File: config.mk
export PLATFORM = sky130hd
export DESIGN_NAME = vector_capture
export DESIGN_NICKNAME = d
export VERILOG_FILES = /design/src/rtl/vector_capture.sv
export SDC_FILE = /design/constraint.sdc
export NUM_CORES = 1
export LEC_CHECK = 0
export CORE_MARGIN = 5
export CORE_UTILIZATION = 50
export DETAILED_ROUTE_END_ITERATION = 6
export GPL_TIMING_DRIVEN = 0
export PLACE_DENSITY = 0.77
export SYNTH_ARGS = -nofsm -noshare
export SYNTH_HDL_FRONTEND = slang
export SYNTH_SLANG_ARGS = --single-unit
File: constraint.sdc
create_clock -name clk -period 6.5 [get_ports clk]
set_input_delay 0.65 -clock clk [delete_from_list [all_inputs] [get_ports clk]]
set_output_delay 0.65 -clock clk [all_outputs]
set_load 0.03 [all_outputs]
File: src/rtl/vector_capture.sv
// Response recorder: captures DUT vectors into a buffer during a session,
// then drains them in order over a valid/ready stream.
module vector_capture #(
    parameter int WIDTH = 4,
    parameter int DEPTH = 32,
    parameter int CW    = $clog2(DEPTH) + 1
) (
    input  logic             clk,
    input  logic             reset,
    input  logic             start,
    input  logic             stop,
    input  logic             sample_en,
    input  logic [WIDTH-1:0] vec_in,
    output logic             rd_valid,
    input  logic             rd_ready,
    output logic [WIDTH-1:0] rd_data,
    output logic [CW-1:0]    count,
    output logic             full,
    output logic             busy,
    output logic             done
);

    localparam int PW = $clog2(DEPTH);

    localparam logic [1:0] IDLE    = 2'd0;
    localparam logic [1:0] CAPTURE = 2'd1;
    localparam logic [1:0] DRAIN   = 2'd2;

    localparam logic [CW-1:0] DEPTH_C = CW'(DEPTH);
    localparam logic [CW-1:0] ONE_C   = CW'(1);

    logic [1:0]       state;
    logic [PW-1:0]    wr_ptr;
    logic [PW-1:0]    rd_ptr;
    logic [WIDTH-1:0] mem [DEPTH];
    logic             do_write;
    logic             do_read;

    assign do_write = (state == CAPTURE) && sample_en;
    assign rd_valid = (state == DRAIN) && ({1'b0, rd_ptr} < count);
    assign do_read  = rd_valid && rd_ready;
    assign rd_data  = rd_valid ? mem[rd_ptr] : '0;
    assign full     = (count == DEPTH_C);
    assign busy     = (state != IDLE);

    // Buffer storage carries no reset; stale entries are never exposed
    // because rd_valid only covers entries written this session.
    always_ff @(posedge clk) begin
        if (do_write)
            mem[wr_ptr] <= vec_in;
    end

    always_ff @(posedge clk or posedge reset) begin
        if (reset) begin
            state  <= IDLE;
            wr_ptr <= '0;
            rd_ptr <= '0;
            count  <= '0;
            done   <= 1'b0;
        end else begin
            done <= 1'b0;
            case (state)
                IDLE: begin
                    if (start) begin
                        state  <= CAPTURE;
                        wr_ptr <= '0;
                        rd_ptr <= '0;
                        count  <= '0;
                    end
                end
                CAPTURE: begin
                    if (do_write) begin
                        wr_ptr <= wr_ptr + PW'(1);
                        count  <= count + ONE_C;
                    end
                    // The write that fills the buffer forces DRAIN, so the
                    // pointers never wrap within a session.
                    if (do_write && (count == DEPTH_C - ONE_C)) begin
                        state <= DRAIN;
                    end else if (stop) begin
                        if (do_write || (count != '0)) begin
                            state <= DRAIN;
                        end else begin
                            state <= IDLE;
                            done  <= 1'b1;
                        end
                    end
                end
                DRAIN: begin
                    if (do_read) begin
                        rd_ptr <= rd_ptr + PW'(1);
                        if ({1'b0, rd_ptr} == count - ONE_C) begin
                            state <= IDLE;
                            done  <= 1'b1;
                        end
                    end
                end
                default: state <= IDLE;
            endcase
        end
    end

endmodule

==> results.sh, run 1 <==
export IMPL_status="complete, no violations"
export IMPL_start_util=0.505
export IMPL_final_cell_mix="edfxtp_1, nor2_1, nand2_1, mux4_2, clkdlybuf4s50_1"
export IMPL_dr_total_vias=3822
export IMPL_p_leak_nw=2.58
export IMPL_startpoint="rd_ptr[1]"
export IMPL_wirelength_mm=13.8
export IMPL_gp_congestion=0.832
export IMPL_worst_slew_pin_slew_ns=1.21
export IMPL_synth_top_cell_by_area="edfxtp_1"
export IMPL_num_rows=42
export IMPL_firstDrtPassIters=5
export IMPL_cts_buffers=17
export IMPL_ant_nets=0
export IMPL_power_density_mw_per_mm2=382
export IMPL_io_pins=24
export IMPL_seqCellArea_mm2=0.00432
export IMPL_syn_area_mm2=0.00661
export IMPL_period_share=0.634
export IMPL_fin_worst_skew_ns=0.00597
export IMPL_io_buffers=22
export IMPL_drv_cap=0
export IMPL_relSlewSlack=0.191
export IMPL_die_y_um=125
export IMPL_yosys_warnings=0
export IMPL_holdBufCountCts=0
export IMPL_core_mm2=0.0131
export IMPL_fin_tns_setup_ns=0
export IMPL_wl_per_cell_um=21.3
export IMPL_ys_types=51
export IMPL_hold_violations=0
export IMPL_grt_busiest_layer="met2"
export IMPL_worstHoldPathType="reg -> reg"
export IMPL_post_cts_setup_buffer_count=0
export IMPL_synth_edf_count=128
export IMPL_yosysTopAreaCellShare=0.581
export IMPL_drt_iter0_markers=350
export IMPL_r2r_start="count[3]"
export IMPL_rsz0062_at_grt="no"
export IMPL_grt_max_degree=33
export IMPL_die_area_mm2=0.0156
export IMPL_r2r_cells=8
export IMPL_clock_root_buffer="clkbuf_16"
export IMPL_crit_fanout=10
export IMPL_nets=487
export IMPL_netlist_instances=421
export IMPL_ir_drop_mv=0.176
export IMPL_place_inst=619
export IMPL_start_kind="flop"
export IMPL_final_cell_area_mm2=0.00765
export IMPL_dieWidth_um=125
export IMPL_cp_arrival_ns=3.47
export IMPL_grt_usage=0.186
export IMPL_crit_path_end_kind="primary output"
export IMPL_power_w=0.00292
export IMPL_num_fill_cells=971
export IMPL_post_route_min_period_ns=4.12
export IMPL_cts_buffer_depth=2
export IMPL_grt_pass1_vias=3951
export IMPL_final_common_cell="edfxtp_1"
export IMPL_synthTopCellsByArea="edfxtp_1, mux4_2, dfrtp_1"
export IMPL_ys_flop_type="edfxtp_1"
export IMPL_drc=0
export IMPL_met2_usage=0.305
export IMPL_fmax_mhz=243
export IMPL_fin_cells=651
export IMPL_multiInputGateArea_mm2=0.00209
export IMPL_setup_viol_count_final=0
export IMPL_post_route_util=0.585
export IMPL_drive_gt1_frac=0.145
export IMPL_hold_path_startpoint="state[1]"
export IMPL_grt_overflow=0
export IMPL_yosys_register_bits=147
export IMPL_cts_tree="yes"
export IMPL_grtUsageMet1=0.245
export IMPL_worstSetupPathType="reg -> out"
export IMPL_grt_antenna_before_repair=0
export IMPL_maxSlewViolCount=0
export IMPL_cts_sinks=147
export IMPL_syn_avg_cell_area_um2=15.7
export IMPL_viasPerCell=5.87
export IMPL_clk_pin_slew_worst_paths_ns=0.06
export IMPL_crit_required_ns=5.85
export IMPL_clk_latency_ns=0.42
export IMPL_num_antenna_cells=0
export IMPL_h_tree_depth=4
export IMPL_async_reset_ff_frac=0.129
export IMPL_dpl_cell_area_mm2=0.00705
export IMPL_grt_pass1_wl_mm=22.0
export IMPL_met3_usage=0.0478
export IMPL_min_path_cells=1
export IMPL_cts_resized=0
export IMPL_dpl_hpwl_mm=9.23
export IMPL_seq_area_frac_synth=0.653
export IMPL_synth_net_count=446
export IMPL_syn_to_final_growth_pct=15.7
-- flip-flops by register name, summed over array words and instances (netlist names) --
name and count:
wr_ptr 5, count 6, rd_ptr 5, done 1, mem 128, state 2
-- path summary, 6_finish.rpt --
path,endpoint,slack (ns)
worst min-delay path,state[1],0.55
max in group asynchronous,rd_ptr[3],5.31
min in group asynchronous,count[3],0.69
worst min register to register,state[1],0.55
worst max-delay path,rd_data[0],2.38
worst max register to register,rd_ptr[3],3.81
-- logic make-up after synthesis --
| family | Yosys count | synth area share |
|---|---|---|
| AOI/OAI and AO/OA | 48 | 0.0517 |
| xor gates and xnor gates | 10 | 0.0133 |
| adders and majority gates | 15 | 0.0284 |
| buffers and inverters | 38 | 0.0297 |
| DFF | 147 | 0.653 |
| muxes | 42 | 0.137 |
| and+or+nand+nor | 121 | 0.0865 |
-- area by class of cell --
cell class              count  share of cell area
well taps                 176              0.0288
repair buffers             22              0.0288
clock buffers              20              0.0571
inverters                  18             0.00883
flip-flops and latches    147               0.565
clock inverters            12              0.0213
multi-input cells         236               0.274
plain buffers              20              0.0168
-- synthesized netlist by cell type (all sizes together) (3+ instances only) --
library cell  instances
a311oi                5
nand3                 3
xor2                  3
nand3b                3
a211oi                5
nor2b                 8
nand2                28
a21oi                10
nor2                 52
nand2b                4
ha                   15
inv                  17
nor3                  7
buf                  12
mux2i                 5
clkbuf                8
mux4                 36
xnor2                 7
dfrtp                19
nand4                 7
edfxtp              128
o21ai                10
or3                   3
-- metrics by stage --
stage	setup slack, ns	hold slack [ns]
2_1_floorplan	3.67	0.491
3_3_place_gp	2.93	0.513
3_5_place_dp	2.88	0.539
4_1_cts	2.37	0.553
5_1_grt	2.25	0.592
6_report	2.38	0.550
-- routing by layer --
layer / wire length, um / part of all wire
met5: 0 / 0
met4: 269 / 0.019
met3: 952 / 0.069
met2: 6740 / 0.49
met1: 5880 / 0.42
-- critical path: stages, from the launching register on --
cell and delay [ns]:
dfrtp_1 0.37, buf_2 0.26, clkbuf_1 0.53, mux4_2 0.44, mux4_2 0.51, a21oi_1 0.26
nor2_1 0.06, clkdlybuf4s50_1 0.59
-- report_power, final --
part	internal [W]	leakage, nW	switching, W	total, W
Clock	0.000635	0.292	0.000354	0.000990
Sequential	0.00107	1.41	0.0000432	0.00111
Combinational	0.000352	0.885	0.000466	0.000819
Note: power is estimated with default switching activity, not from simulation.
==> inputs of run 2 (changes only) <==
==> constraint.sdc (replaced) <==
create_clock -name clk -period 4.1 [get_ports clk]
set_input_delay 0.41 -clock clk [delete_from_list [all_inputs] [get_ports clk]]
set_output_delay 0.41 -clock clk [all_outputs]
set_load 0.03 [all_outputs]
==> results of run 2 <==
The final DEF is identical to that of run 1. Status: complete, no violations.
Among the figures that moved: setup slack after placement 2.88 ns -> 0.716 ns; setup slack after layout 2.38 ns -> 0.222 ns; hold slack 0.550 ns -> 0.385 ns; register-to-register setup slack 3.81 ns -> 1.41 ns; end point of the worst hold path state[1] -> count[1]; total power 0.00292 W -> 0.00463 W; worst IR drop on VDD 0.176 mV -> 0.279 mV
==> inputs of run 3 (changes only) <==
--- a/config.mk
+++ b/config.mk
@@ -8,7 +8,7 @@
 export CORE_MARGIN = 5
 export CORE_UTILIZATION = 50
 export DETAILED_ROUTE_END_ITERATION = 6
-export GPL_TIMING_DRIVEN = 0
+export HOLD_SLACK_MARGIN = 0.12
 export PLACE_DENSITY = 0.77
 export SYNTH_ARGS = -nofsm -noshare
 export SYNTH_HDL_FRONTEND = slang
==> run 3 against run 2 <==
- wire length increased by 1.3%
- final area is 1.6% lower
- clock-buffer cell count unchanged
- flip-flop and latch count unchanged
- sequential power rose by 3%
- global-route usage is essentially flat
- hold slack better by 0.054 ns
- clock skew grew 0.00055 ns
- non-clock buffer count decreased by 15
- clock power fell by 9%
==> results.sh, run 3 (synthesis results as in run 1) <==
export IMPL_clk_pin_slew_worst_paths_ns=0.06
export IMPL_ir_drop_mv=0.321
export IMPL_clockPowerShare=0.323
export IMPL_grt_overflow=0
export IMPL_hold_violations=0
export IMPL_num_fill_cells=957
export IMPL_worst_slew_pin_slew_ns=1.24
export IMPL_largestRegisters="mem: 128 flops, count: 6 flops"
export IMPL_fmax_mhz=274
export IMPL_grt_pass1_wl_mm=22.2
export IMPL_p_int_w=0.00307
export IMPL_multiInputGateArea_mm2=0.00209
export IMPL_post_route_util=0.575
export IMPL_status="complete, no violations"
export IMPL_h_tree_depth=4
export IMPL_grt_usage=0.187
export IMPL_drv_cap=0
export IMPL_power_density_mw_per_mm2=590
export IMPL_setup_viol_count_final=0
export IMPL_period_share=0.891
export IMPL_nets=472
export IMPL_start_kind="flop"
export IMPL_seqCellArea_mm2=0.00432
export IMPL_largest_register="mem"
export IMPL_worstHoldPathType="in -> async"
export IMPL_cts_tree="yes"
export IMPL_fin_ws_ns=0.447
export IMPL_wl_per_cell_um=22.1
export IMPL_reg2reg_to="state[1]"
export IMPL_grt_max_degree=33
export IMPL_dpl_hpwl_mm=9.00
export IMPL_gp_congestion=0.802
export IMPL_drive_gt1_frac=0.146
export IMPL_grt_pass1_vias=3922
export IMPL_dr_total_vias=3891
export IMPL_pwr_share_comb=0.267
export IMPL_start_util=0.505
export IMPL_holdBufCountCts=0
export IMPL_rrSetupSlack_ns=1.10
export IMPL_drc=0
export IMPL_cts_sinks=147
export IMPL_p_leak_nw=2.50
export IMPL_firstDrtPassIters=7
export IMPL_cp_arrival_ns=3.24
export IMPL_dieWidth_um=125
export IMPL_seq_power_share=0.410
export IMPL_syn_to_final_growth_pct=13.9
export IMPL_io_buffers=23
export IMPL_post_cts_setup_buffer_count=0
export IMPL_die_area_mm2=0.0156
export IMPL_worstSetupPathType="reg -> out"
export IMPL_final_common_cell="edfxtp_1"
export IMPL_core_mm2=0.0131
export IMPL_clk_latency_ns=0.42
export IMPL_ant_nets=0
export IMPL_die_y_um=125
export IMPL_cts_resized=0
export IMPL_r2r_start="rd_ptr[1]"
export IMPL_final_cell_mix="edfxtp_1, nor2_1, nand2_1, mux4_2, clkdlybuf4s50_1"
export IMPL_cts_buffers=17
export IMPL_switchingPower_w=0.00137
export IMPL_cts_buffer_depth=2
export IMPL_maxSlewViolCount=0
export IMPL_viasPerCell=6.12
export IMPL_relSlewSlack=0.173
export IMPL_post_place_ws_ns=0.926
export IMPL_whs_ns=0.439
export IMPL_fin_worst_skew_ns=0.00652
export IMPL_clock_root_buffer="clkbuf_16"
export IMPL_r2r_cells=8
export IMPL_drt_iter0_markers=500
export IMPL_crit_fanout=29
export IMPL_io_pins=24
export IMPL_crit_required_ns=3.69
export IMPL_fin_tns_setup_ns=0
export IMPL_wirelength_mm=14.0
export IMPL_num_antenna_cells=0
export IMPL_num_rows=42
export IMPL_largest_reg_flops=128
export IMPL_netSwitchingFraction=0.309
export IMPL_crit_path_end_kind="primary output"
export IMPL_rsz0062_at_grt="no"
export IMPL_post_route_min_period_ns=3.65
export IMPL_grt_antenna_before_repair=0
[run 3: changes by cell type in the layout (fill, tap and decap cells not counted), sizes merged]
cell           previous run  this run
buf                      12         4
clkinvlp                  0         4
inv                      17        19
clkinv                    9         6
bufinv                    4         1
clkdlybuf4s50            22        23
clkbuf                   28        20
[run 3: layout make-up]
class | count | area share
clock inverter | 12 | 0.0141
inverter | 18 | 0.00897
clock buffer | 20 | 0.0593
multi-input combinational | 236 | 0.278
tap | 176 | 0.0293
sequential | 147 | 0.574
timing repair buffer | 27 | 0.0362
[run 3: through the flow]
stage          instance area [um2]  cells  total power, W
2_1_floorplan                 6610    421         0.00271
3_3_place_gp                  6980    604         0.00299
3_5_place_dp                  6980    604         0.00302
4_1_cts                       7530    636         0.00446
5_1_grt                       7530    636         0.00464
6_report                      7530    636         0.00444
[run 3: power by group through the flow]
| stage | logic [W] | registers, W | clock network [W] |
|---|---|---|---|
| 3_5_place_dp | 0.00117 | 0.00185 | 0 |
| 5_1_grt | 0.00129 | 0.00183 | 0.00152 |
| 3_3_place_gp | 0.00114 | 0.00184 | 0 |
| 2_1_floorplan | 0.000906 | 0.00180 | 0 |
| 6_report | 0.00119 | 0.00182 | 0.00143 |
| 4_1_cts | 0.00119 | 0.00182 | 0.00145 |
[run 3: worst max path at each step]
stage	slack [ns]	to	start	cells past startpoint
2_1_floorplan	1.51	rd_data[0]	count[3]	6
3_3_place_gp	0.95	rd_data[3]	rd_ptr[0]	6
3_5_place_dp	0.93	rd_data[1]	rd_ptr[0]	8
4_1_cts	0.41	rd_data[2]	rd_ptr[0]	8
5_1_grt	0.28	rd_data[2]	rd_ptr[0]	8
6_report	0.45	rd_data[2]	rd_ptr[0]	8
[run 3: routing by layer]
metal / share of wire / track usage / wire length, um
met3: 0.084 / 0.0563 / 1180
met1: 0.40 / 0.239 / 5650
met5: 0 / 0 / 0
met2: 0.49 / 0.299 / 6850
met4: 0.025 / 0.0804 / 348
[run 3: worst max-delay path, stage by stage, from the launching register on]
cell             delay [ns]
dfrtp_2                0.53
buf_12                 0.28
mux4_1                 0.60
nor2b_1                0.16
a211oi_1               0.27
a311oi_1               0.10
a21oi_1                0.21
nor2_1                 0.06
clkdlybuf4s50_1        0.59
